`src/rtl/serv_rf_dbg_arb.sv`:
```
// Arbitrates the SERV register-file RAM between the core RF interface and a debug
// port that moves whole 32-bit registers/CSRs as N consecutive RAM words.
module serv_rf_dbg_arb #(
  parameter int unsigned RF_WIDTH  = 8,
  parameter int unsigned CSR_REGS  = 4,
  parameter int unsigned RF_L2D    = $clog2((32+CSR_REGS)*32/RF_WIDTH),
  parameter int unsigned CORE_HOLD = 40
) (
  input  logic                clk,
  input  logic                i_rst,
  input  logic                i_core_rreq,
  input  logic                i_core_wreq,
  output logic                o_core_ready,
  output logic                o_ifc_rreq,
  output logic                o_ifc_wreq,
  input  logic                i_ifc_ready,
  input  logic [RF_L2D-1:0]   i_ifc_waddr,
  input  logic [RF_L2D-1:0]   i_ifc_raddr,
  input  logic [RF_WIDTH-1:0] i_ifc_wdata,
  input  logic                i_ifc_wen,
  input  logic                i_ifc_ren,
  output logic [RF_WIDTH-1:0] o_ifc_rdata,
  output logic [RF_L2D-1:0]   o_waddr,
  output logic [RF_L2D-1:0]   o_raddr,
  output logic [RF_WIDTH-1:0] o_wdata,
  output logic                o_wen,
  output logic                o_ren,
  input  logic [RF_WIDTH-1:0] i_rdata,
  input  logic                i_dbg_req,
  input  logic                i_dbg_we,
  input  logic [5:0]          i_dbg_reg,
  input  logic [31:0]         i_dbg_wdat,
  output logic                o_dbg_ack,
  output logic [31:0]         o_dbg_rdat
);

  localparam int unsigned N      = 32 / RF_WIDTH;
  localparam int unsigned CW     = $clog2(N);
  localparam int unsigned IW     = $clog2(CORE_HOLD + 1);
  localparam int unsigned AW     = 32 - RF_WIDTH;
  localparam int unsigned MAXREG = 31 + CSR_REGS;

  typedef enum logic [1:0] {S_IDLE, S_CORE, S_DBG_RUN, S_DBG_DONE} state_t;

  state_t              r_state, w_next;
  logic [CW-1:0]       r_cnt;
  logic [IW-1:0]       r_idle;
  logic                r_pend_r, r_pend_w;
  logic [AW-1:0]       r_acc;
  logic [31:0]         r_rdat;

  logic                w_fwd_r, w_fwd_w, w_set_pend, w_clr_pend;
  logic                w_core_req, w_core_act, w_hold_out, w_dbg_sel, w_dbg_valid;
  logic [RF_L2D-1:0]   w_dbg_addr;
  logic [5:0]          w_sh;
  logic [RF_WIDTH-1:0] w_dbg_word;
  logic [31:0]         w_rdat_new;

  assign w_core_req  = i_core_rreq | i_core_wreq;
  assign w_core_act  = w_core_req | i_ifc_ready | i_ifc_ren | i_ifc_wen;
  assign w_hold_out  = (r_idle == IW'(CORE_HOLD));
  assign w_dbg_valid = (i_dbg_reg != '0) && (32'(i_dbg_reg) <= MAXREG);
  assign w_dbg_addr  = RF_L2D'(i_dbg_reg) * RF_L2D'(N) + RF_L2D'(r_cnt);
  assign w_sh        = 6'(r_cnt) * 6'(RF_WIDTH);
  assign w_dbg_word  = RF_WIDTH'(i_dbg_wdat >> w_sh);
  // Last word arrives from the RAM during DBG_DONE; merge it so data is valid with ack.
  assign w_rdat_new  = w_dbg_valid ? {i_rdata, r_acc} : '0;

  // Next-state, core forwarding and pending control
  always_comb begin
    w_next     = r_state;
    w_fwd_r    = 1'b0;
    w_fwd_w    = 1'b0;
    w_set_pend = 1'b0;
    w_clr_pend = 1'b0;
    case (r_state)
      S_IDLE: begin
        if (w_core_req | r_pend_r | r_pend_w) begin
          w_fwd_r    = i_core_rreq | r_pend_r;
          w_fwd_w    = i_core_wreq | r_pend_w;
          w_clr_pend = 1'b1;
          w_next     = S_CORE;
        end else if (i_dbg_req) begin
          w_next = S_DBG_RUN;
        end
      end
      S_CORE: begin
        if (w_hold_out && i_dbg_req) begin
          w_set_pend = 1'b1;
          w_next     = S_DBG_RUN;
        end else begin
          w_fwd_r = i_core_rreq;
          w_fwd_w = i_core_wreq;
          if (w_hold_out && !w_core_req) w_next = S_IDLE;
        end
      end
      S_DBG_RUN: begin
        w_set_pend = 1'b1;
        if (r_cnt == CW'(N - 1)) w_next = S_DBG_DONE;
      end
      S_DBG_DONE: begin
        w_set_pend = 1'b1;
        w_next     = S_IDLE;
      end
      default: w_next = S_IDLE;
    endcase
  end

  always_ff @(posedge clk) begin
    if (i_rst) begin
      r_state  <= S_IDLE;
      r_cnt    <= '0;
      r_idle   <= '0;
      r_pend_r <= 1'b0;
      r_pend_w <= 1'b0;
      r_acc    <= '0;
      r_rdat   <= '0;
    end else begin
      r_state <= w_next;

      if (r_state == S_DBG_RUN) r_cnt <= (r_cnt == CW'(N - 1)) ? '0 : r_cnt + CW'(1);
      else                      r_cnt <= '0;

      if (r_state != S_CORE || w_core_act) r_idle <= '0;
      else if (!w_hold_out)                r_idle <= r_idle + IW'(1);

      if (w_clr_pend) begin
        r_pend_r <= 1'b0;
        r_pend_w <= 1'b0;
      end else if (w_set_pend) begin
        r_pend_r <= r_pend_r | i_core_rreq;
        r_pend_w <= r_pend_w | i_core_wreq;
      end

      // Word c-1 is on i_rdata while the counter shows c
      if (r_state == S_DBG_RUN && r_cnt != '0) r_acc <= AW'({i_rdata, r_acc} >> RF_WIDTH);

      if (r_state == S_DBG_DONE && !i_dbg_we) r_rdat <= w_rdat_new;
    end
  end

  assign w_dbg_sel    = (r_state == S_DBG_RUN) || (r_state == S_DBG_DONE);
  assign o_waddr      = w_dbg_sel ? w_dbg_addr : i_ifc_waddr;
  assign o_raddr      = w_dbg_sel ? w_dbg_addr : i_ifc_raddr;
  assign o_wdata      = w_dbg_sel ? w_dbg_word : i_ifc_wdata;
  assign o_wen        = w_dbg_sel ? (r_state == S_DBG_RUN && i_dbg_we && w_dbg_valid) : i_ifc_wen;
  assign o_ren        = w_dbg_sel ? (r_state == S_DBG_RUN && !i_dbg_we && w_dbg_valid) : i_ifc_ren;
  assign o_ifc_rdata  = i_rdata;
  assign o_core_ready = i_ifc_ready;
  assign o_ifc_rreq   = w_fwd_r;
  assign o_ifc_wreq   = w_fwd_w;
  assign o_dbg_ack    = (r_state == S_DBG_DONE);
  assign o_dbg_rdat   = (r_state == S_DBG_DONE && !i_dbg_we) ? w_rdat_new : r_rdat;

endmodule
```
`config.mk`:
```
export PLATFORM = sky130hd
export DESIGN_NAME = serv_rf_dbg_arb
export DESIGN_NICKNAME = d
export VERILOG_FILES = /design/src/rtl/serv_rf_dbg_arb.sv
export SDC_FILE = /design/constraint.sdc
export NUM_CORES = 1
export LEC_CHECK = 0
export BUFFER_PORTS_ARGS = -buffer_cell sky130_fd_sc_hd__buf_4
export CAP_MARGIN = 40
export CORE_UTILIZATION = 44
export CTS_BUF_LIST = sky130_fd_sc_hd__clkbuf_4 sky130_fd_sc_hd__clkbuf_8
export DETAILED_ROUTE_END_ITERATION = 10
export GPL_TIMING_DRIVEN = 0
export PLACE_DENSITY = 0.73
export SYNTH_ARGS = -nofsm -noshare
export SYNTH_HDL_FRONTEND = slang
export SYNTH_SLANG_ARGS = --single-unit
```
`constraint.sdc`:
```
create_clock -name clk -period 2.35 [get_ports clk]
set_input_delay 0.235 -clock clk [delete_from_list [all_inputs] [get_ports clk]]
set_output_delay 0.235 -clock clk [all_outputs]
set_load 0.01 [all_outputs]
```
* Yosys cells after proc, flatten, opt, wreduce, memory -nomap -nowiden
Cells that the tools add are included. Widths: inputs -> output; s select.
Storage, ports and cells: flip-flop bits (word level) 68, output and inout bits 70, logic and storage cells 74
Operators by class: add/sub/neg operators 3, $lt $le $gt $ge 1, eq/ne operators 9, shifts and indexed selects 1, muxes and demuxes 23, bitwise gates (word level) 9, reduce and logical (&&, ||, !) cells 21
Operator list (number):
- $mux 32 | 2
- $shr 32x5->8 | 1
- $mux 8 | 3
- $mux 2 | 5
- $logic_and 1x1->1 | 9
- $mux 1 | 9
- $add 8x2->8 | 1
- $or 1x1->1 | 8
- $pmux 2 s4 | 1
- $add 6x1->6 const B | 1
- $eq 2x2->1 const B | 3
- $eq 6x6->1 const B | 1
- $le 6x6->1 const B | 1
- $ne 3x3->1 const B | 2
- $pmux 1 s2 | 3
- $reduce_bool 6->1 | 1
- $reduce_or 2->1 | 3
- $reduce_and 3->1 | 1
- $reduce_or 3->1 | 1
- $add 2x1->2 const B | 1
- $eq 2x1->1 const B | 1
- $logic_not 1->1 | 2
- $logic_not 2->1 | 1
- $logic_or 1x1->1 | 2
- other kinds (4) | 4

* Longest topological paths before layout
word-level depth 6, mapped depth 8, gate-level depth less buffers 5

* Worst setup path before layout
No wires, ideal clock.
path kind flip-flop to flip-flop, from register r_cnt[1], to register r_acc[10], library setup time 0.132 ns, data arrival time 1.651 ns, required time 2.218 ns, slack 0.567 ns, cell stages (with the launch flop) 9, buffers on the path 3, period minus slack after synthesis 1.783 ns, cell sequence dfxtp_1 -> clkbuf_1 -> inv_1 -> ha_1 -> or3b_1 -> clkbuf_1 -> buf_2 -> nand2_1 -> a21oi_1
On the way: word-level cells in the longest chain between the ends 2
RTL lines:
- from (decl) | line 46 | logic [CW-1:0] r_cnt;
- from (signal assigned) | line 121 | if (r_state == S_DBG_RUN) r_cnt <= (r_cnt == CW'(N - 1)) ? '0 : r_cnt + CW'(1);
- $reduce_bool 2->1 | line 136 | if (r_state == S_DBG_RUN && r_cnt != '0) r_acc <= AW'({i_rdata, r_acc} >> RF_WIDTH);
- $logic_and 1x1->1 | line 136
- to (signal assigned) | line 136
- to (decl) | line 49 | logic [AW-1:0] r_acc;
Every way passes these cells. A chain may end at the register's enable or synchronous reset.

* Final worst setup path
from register r_state[1], to output o_dbg_rdat[31]
On the way: word-level cells in the longest chain between the ends 3
RTL lines:
- from (decl) | line 45 | state_t r_state, w_next;
- from (signal assigned) | line 119 | r_state <= w_next;
- $eq 2x2->1 | line 153 | assign o_dbg_rdat = (r_state == S_DBG_DONE && !i_dbg_we) ? w_rdat_new : r_rdat;
- $logic_and 1x1->1 | line 153
- $mux 32
- to (decl) | line 34 | output logic [31:0] o_dbg_rdat
Every way passes these cells.

==> flow_summary.html <==
<table>
<tr><th>Metric</th><th>Value</th></tr>
<tr><th colspan="2">Run status</th></tr>
<tr><td>Result of the run</td><td>complete, no violations</td></tr>
<tr><th colspan="2">Timing</th></tr>
<tr><td>Period Utilization, post-route</td><td>93.1%</td></tr>
<tr><td>Final hold viol count</td><td>0</td></tr>
<tr><td>Worst setup margin</td><td>about 160 ps</td></tr>
<tr><td>Upper clock frequency limit</td><td>~460 MHz</td></tr>
<tr><td>Unrepaired setup endpoints after global routing</td><td>false</td></tr>
<tr><td>Number of slew-limit violations in the final report</td><td>0</td></tr>
<tr><td>Number of endpoints failing setup at the final stage</td><td>0</td></tr>
<tr><td>Final period demand of the worst path</td><td>2190 ps</td></tr>
<tr><td>Setup TNS Final</td><td>0 ps</td></tr>
<tr><td>Worst slew margin</td><td>53.7%</td></tr>
<tr><td>Transition time of the tightest slew-check pin</td><td>694 ps</td></tr>
<tr><td>Clock tree skew after final layout</td><td>9.14 ps</td></tr>
<tr><th colspan="2">GRT</th></tr>
<tr><td>Via count of the first global-routing pass</td><td>3961</td></tr>
<tr><td>Largest net degree at the start of global routing</td><td>13</td></tr>
<tr><td>Total track usage</td><td>27.4%</td></tr>
<tr><td>Number of antenna violations at the first check in global routing</td><td>0</td></tr>
<tr><td>Remaining Overflow, GRT</td><td>0</td></tr>
<tr><td>First-pass GRT wire length</td><td>19100 um</td></tr>
<tr><th colspan="2">Clocking</th></tr>
<tr><td>Post-CTS Setup Bufs</td><td>0</td></tr>
<tr><td>Number of buffers created by CTS</td><td>9</td></tr>
<tr><td>Root cell of the clock tree</td><td>clkbuf_8</td></tr>
<tr><td>TritonCTS clock tree</td><td>done</td></tr>
<tr><td>Insertion delay to the later sink of the worst-skew pair</td><td>350 ps</td></tr>
<tr><td>Clock transition at the register clock pins on the worst setup and hold paths after CTS</td><td>80 ps</td></tr>
<tr><td>Deepest clock path buffer count</td><td>2</td></tr>
<tr><td>Hold_buf cts</td><td>0</td></tr>
<tr><td>H-Tree Depth</td><td>3</td></tr>
<tr><td>Total of cells resized after clock tree synthesis</td><td>0</td></tr>
<tr><td>Clock Sinks</td><td>68</td></tr>
<tr><th colspan="2">Detailed routing</th></tr>
<tr><td>Starting DRC count in detailed routing</td><td>281</td></tr>
<tr><td>Post-DRT Antenna Nets</td><td>0</td></tr>
<tr><td>Total detailed-routing wirelength</td><td>12100 um</td></tr>
<tr><td>Vias/cell</td><td>5.53</td></tr>
<tr><td>First-pass DRT Iterations</td><td>5</td></tr>
<tr><td>Routed length per placed instance</td><td>16.1 um</td></tr>
<tr><td>DRC</td><td>0</td></tr>
<tr><td>Vias after detailed routing</td><td>4133</td></tr>
<tr><th colspan="2">Yosys</th></tr>
<tr><td>Predominant post-synthesis flop cell</td><td>dfxtp_1</td></tr>
<tr><td>Synthesized netlist net count</td><td>563</td></tr>
<tr><td>Ys Warns</td><td>0</td></tr>
<tr><td>Fraction of registers with async set or reset after synthesis</td><td>0%</td></tr>
<tr><td>Number of enable flip-flop cells after synthesis</td><td>0</td></tr>
<tr><td>Flop and latch count out of synthesis</td><td>68</td></tr>
<tr><td>Number of distinct standard cells referenced by the synthesized netlist</td><td>40</td></tr>
<tr><td>Proportion of netlist area held by the largest area contributor</td><td>35.5%</td></tr>
<tr><td>Most instantiated library cell after synthesis</td><td>nand2_1</td></tr>
<tr><td>Sequential element share of the synthesized area</td><td>35.5%</td></tr>
<tr><td>Cell area after technology mapping</td><td>3840 sq um</td></tr>
<tr><td>Yosys top cell by area</td><td>dfxtp_1</td></tr>
<tr><td>Synth cell count leaders</td><td>nand2_1 (89), dfxtp_1 (68), inv_1 (56)</td></tr>
<tr><td>Main area contributors after synthesis</td><td>dfxtp_1 (35%), nand2_1 (8.7%), o31ai_1 (6.5%)</td></tr>
<tr><td>Mapped Cells</td><td>480</td></tr>
<tr><td>Synthesized area per cell</td><td>7.99 sq um</td></tr>
<tr><th colspan="2">Finish</th></tr>
<tr><td>Area occupied by multi-input gates</td><td>1990 sq um</td></tr>
<tr><td>Area growth from synthesis to final layout</td><td>37.0%</td></tr>
<tr><td>Final-stage net count</td><td>721</td></tr>
<tr><td>ANT cells</td><td>0</td></tr>
<tr><td>Register cell area after layout</td><td>1360 sq um</td></tr>
<tr><td>Share of cells above drive strength 1</td><td>between 30% and 40%</td></tr>
<tr><td>Total of fill cells in the finished design</td><td>742</td></tr>
<tr><td>Final Util</td><td>between 60% and 70%</td></tr>
<tr><td>Cell Count, Final, Fillers Out</td><td>748</td></tr>
<tr><th colspan="2">Power and ir drop</th></tr>
<tr><td>Cell area power density</td><td>~460 nW/um^2</td></tr>
<tr><td>Pwr Total</td><td>2.42 mW</td></tr>
<tr><td>Peak VDD IR</td><td>0.272 mV</td></tr>
<tr><td>Cell leakage power</td><td>2.14 nW</td></tr>
<tr><th colspan="2">Placed design</th></tr>
<tr><td>Number of placed instances with taps included</td><td>732</td></tr>
<tr><td>Count of port buffers added during placement</td><td>147</td></tr>
<tr><td>Gpl congestion</td><td>0.796</td></tr>
<tr><td>HPWL after DPL</td><td>roughly 9300 um</td></tr>
<tr><td>Worst setup slack before clock tree synthesis</td><td>239 ps</td></tr>
<tr><th colspan="2">Worst setup path</th></tr>
<tr><td>Class of the most critical setup path</td><td>reg2out</td></tr>
<tr><td>Largest fanout on the critical path</td><td>10</td></tr>
<tr><td>Critical path startpoint category</td><td>flip-flop</td></tr>
<tr><td>Arrival time worst endpoint</td><td>around 2000 ps</td></tr>
<tr><td>Data required time at the worst endpoint</td><td>2120 ps</td></tr>
<tr><td>Type of element capturing the critical path</td><td>output pin</td></tr>
<tr><th colspan="2">Floorplanning</th></tr>
<tr><td>Total die area</td><td>9100 sq um</td></tr>
<tr><td>Top Ports</td><td>149</td></tr>
<tr><td>Core Box Area</td><td>~8300 sq um</td></tr>
<tr><td>Floorplan row count</td><td>33</td></tr>
<tr><td>Die width</td><td>95.4 um</td></tr>
<tr><td>Chip height</td><td>95.4 um</td></tr>
<tr><td>Starting utilization of the core area</td><td>46.0%</td></tr>
<tr><th colspan="2">Flow run</th></tr>
<tr><td>MaxCap Viol Count</td><td>0</td></tr>
<tr><th colspan="2">Hold path</th></tr>
<tr><td>Class of the most critical hold timing path</td><td>in2reg</td></tr>
</table>
[routing by layer]
| metal | routed length, um | up-vias | GRT usage [%] | share of wire [%] |
|---|---|---|---|---|
| met5 | 0 | - | 0 | 0 |
| met4 | 353 | 0 | 10.8 | 2.9 |
| met3 | 701 | 26 | 5.10 | 5.8 |
| met2 | 6010 | 168 | 47.3 | 50 |
| met1 | 5010 | 1939 | 33.5 | 42 |
| li1 | - | 2000 | - | - |
[critical path, cell delays in order, from the launching register on]
cell	delay, ps
dfxtp_1	420
nand3b_1	120
buf_2	210
clkbuf_1	290
o31ai_2	390
buf_4	190
[where the power goes]
group / leakage (nW) / switching (mW) / total (mW) / internal (mW)
Sequential: 0.548 / 0.00360 / 1.16 / 1.15
Combinational: 1.51 / 0.193 / 0.390 / 0.197
Clock: 0.0803 / 0.461 / 0.868 / 0.407
Total: 2.14 / 0.657 / 2.42 / 1.76
[stage by stage]
stage	instance area (sq um)	hold WS [ps]
final	5250	166
after floorplan	3840	371
after CTS	5250	147
after global placement	5070	446
after global routing	5250	154
after detailed placement	5070	450
[final cells by class]
class,instances,share of cell area [%]
plain buffers,54,5.19
well taps,105,2.50
clock inverters,6,0.762
clock buffers,10,2.62
inverters,57,4.07
repair buffers,147,21.0
multi-input cells,301,37.9
flip-flops and latches,68,25.9
[cell usage in the layout (no fill, tap or decap), types with 4 or more instances in the layout]
cell        count
o32ai_1         4
clkinvlp_4      4
o41ai_2        10
nor2_1          8
ha_1            4
dfxtp_1        68
buf_4         157
o21ai_0        19
buf_2          14
inv_1          56
nand3_1        37
a21oi_1        29
nand2_1        89
o41ai_1        22
mux2_2          8
nor3_1          4
clkbuf_8       10
o31ai_1        32
mux4_2          8
clkbuf_1       27
[worst paths after layout]
path	to	slack, ps	cells after the start	from
setup / recovery	o_dbg_rdat[31]	160	5	r_state[1]
hold / removal	r_acc[16]	170	3	i_rdata[0]
setup reg to reg	r_acc[20]	240	8	r_cnt[1]
hold reg to reg	r_acc[6]	460	2	r_acc[6]
[flip-flops by register name, indices dropped and copies added (netlist names)]
signal / cells
r_rdat: 32
r_acc: 24
r_idle: 6
r_cnt: 2
r_state: 2
r_pend_r: 1
r_pend_w: 1
[kinds of logic (layout without fill, tap and decap cells)]
| group | after synthesis | after routing | synth area share (%) |
|---|---|---|---|
| adder cells (fa/ha/maj) | 4 | 4 | 1.30 |
| AO/OA/AOI/OAI | 122 | 122 | 24.0 |
| AND/OR/NAND/NOR | 155 | 155 | 18.4 |
| multiplexers | 17 | 17 | 7.44 |
| flip-flops | 68 | 68 | 35.5 |
| XOR/XNOR | 3 | 3 | 0.685 |
| buffers and inverters | 111 | 274 | 12.7 |
(Power assumes the default switching activity.)
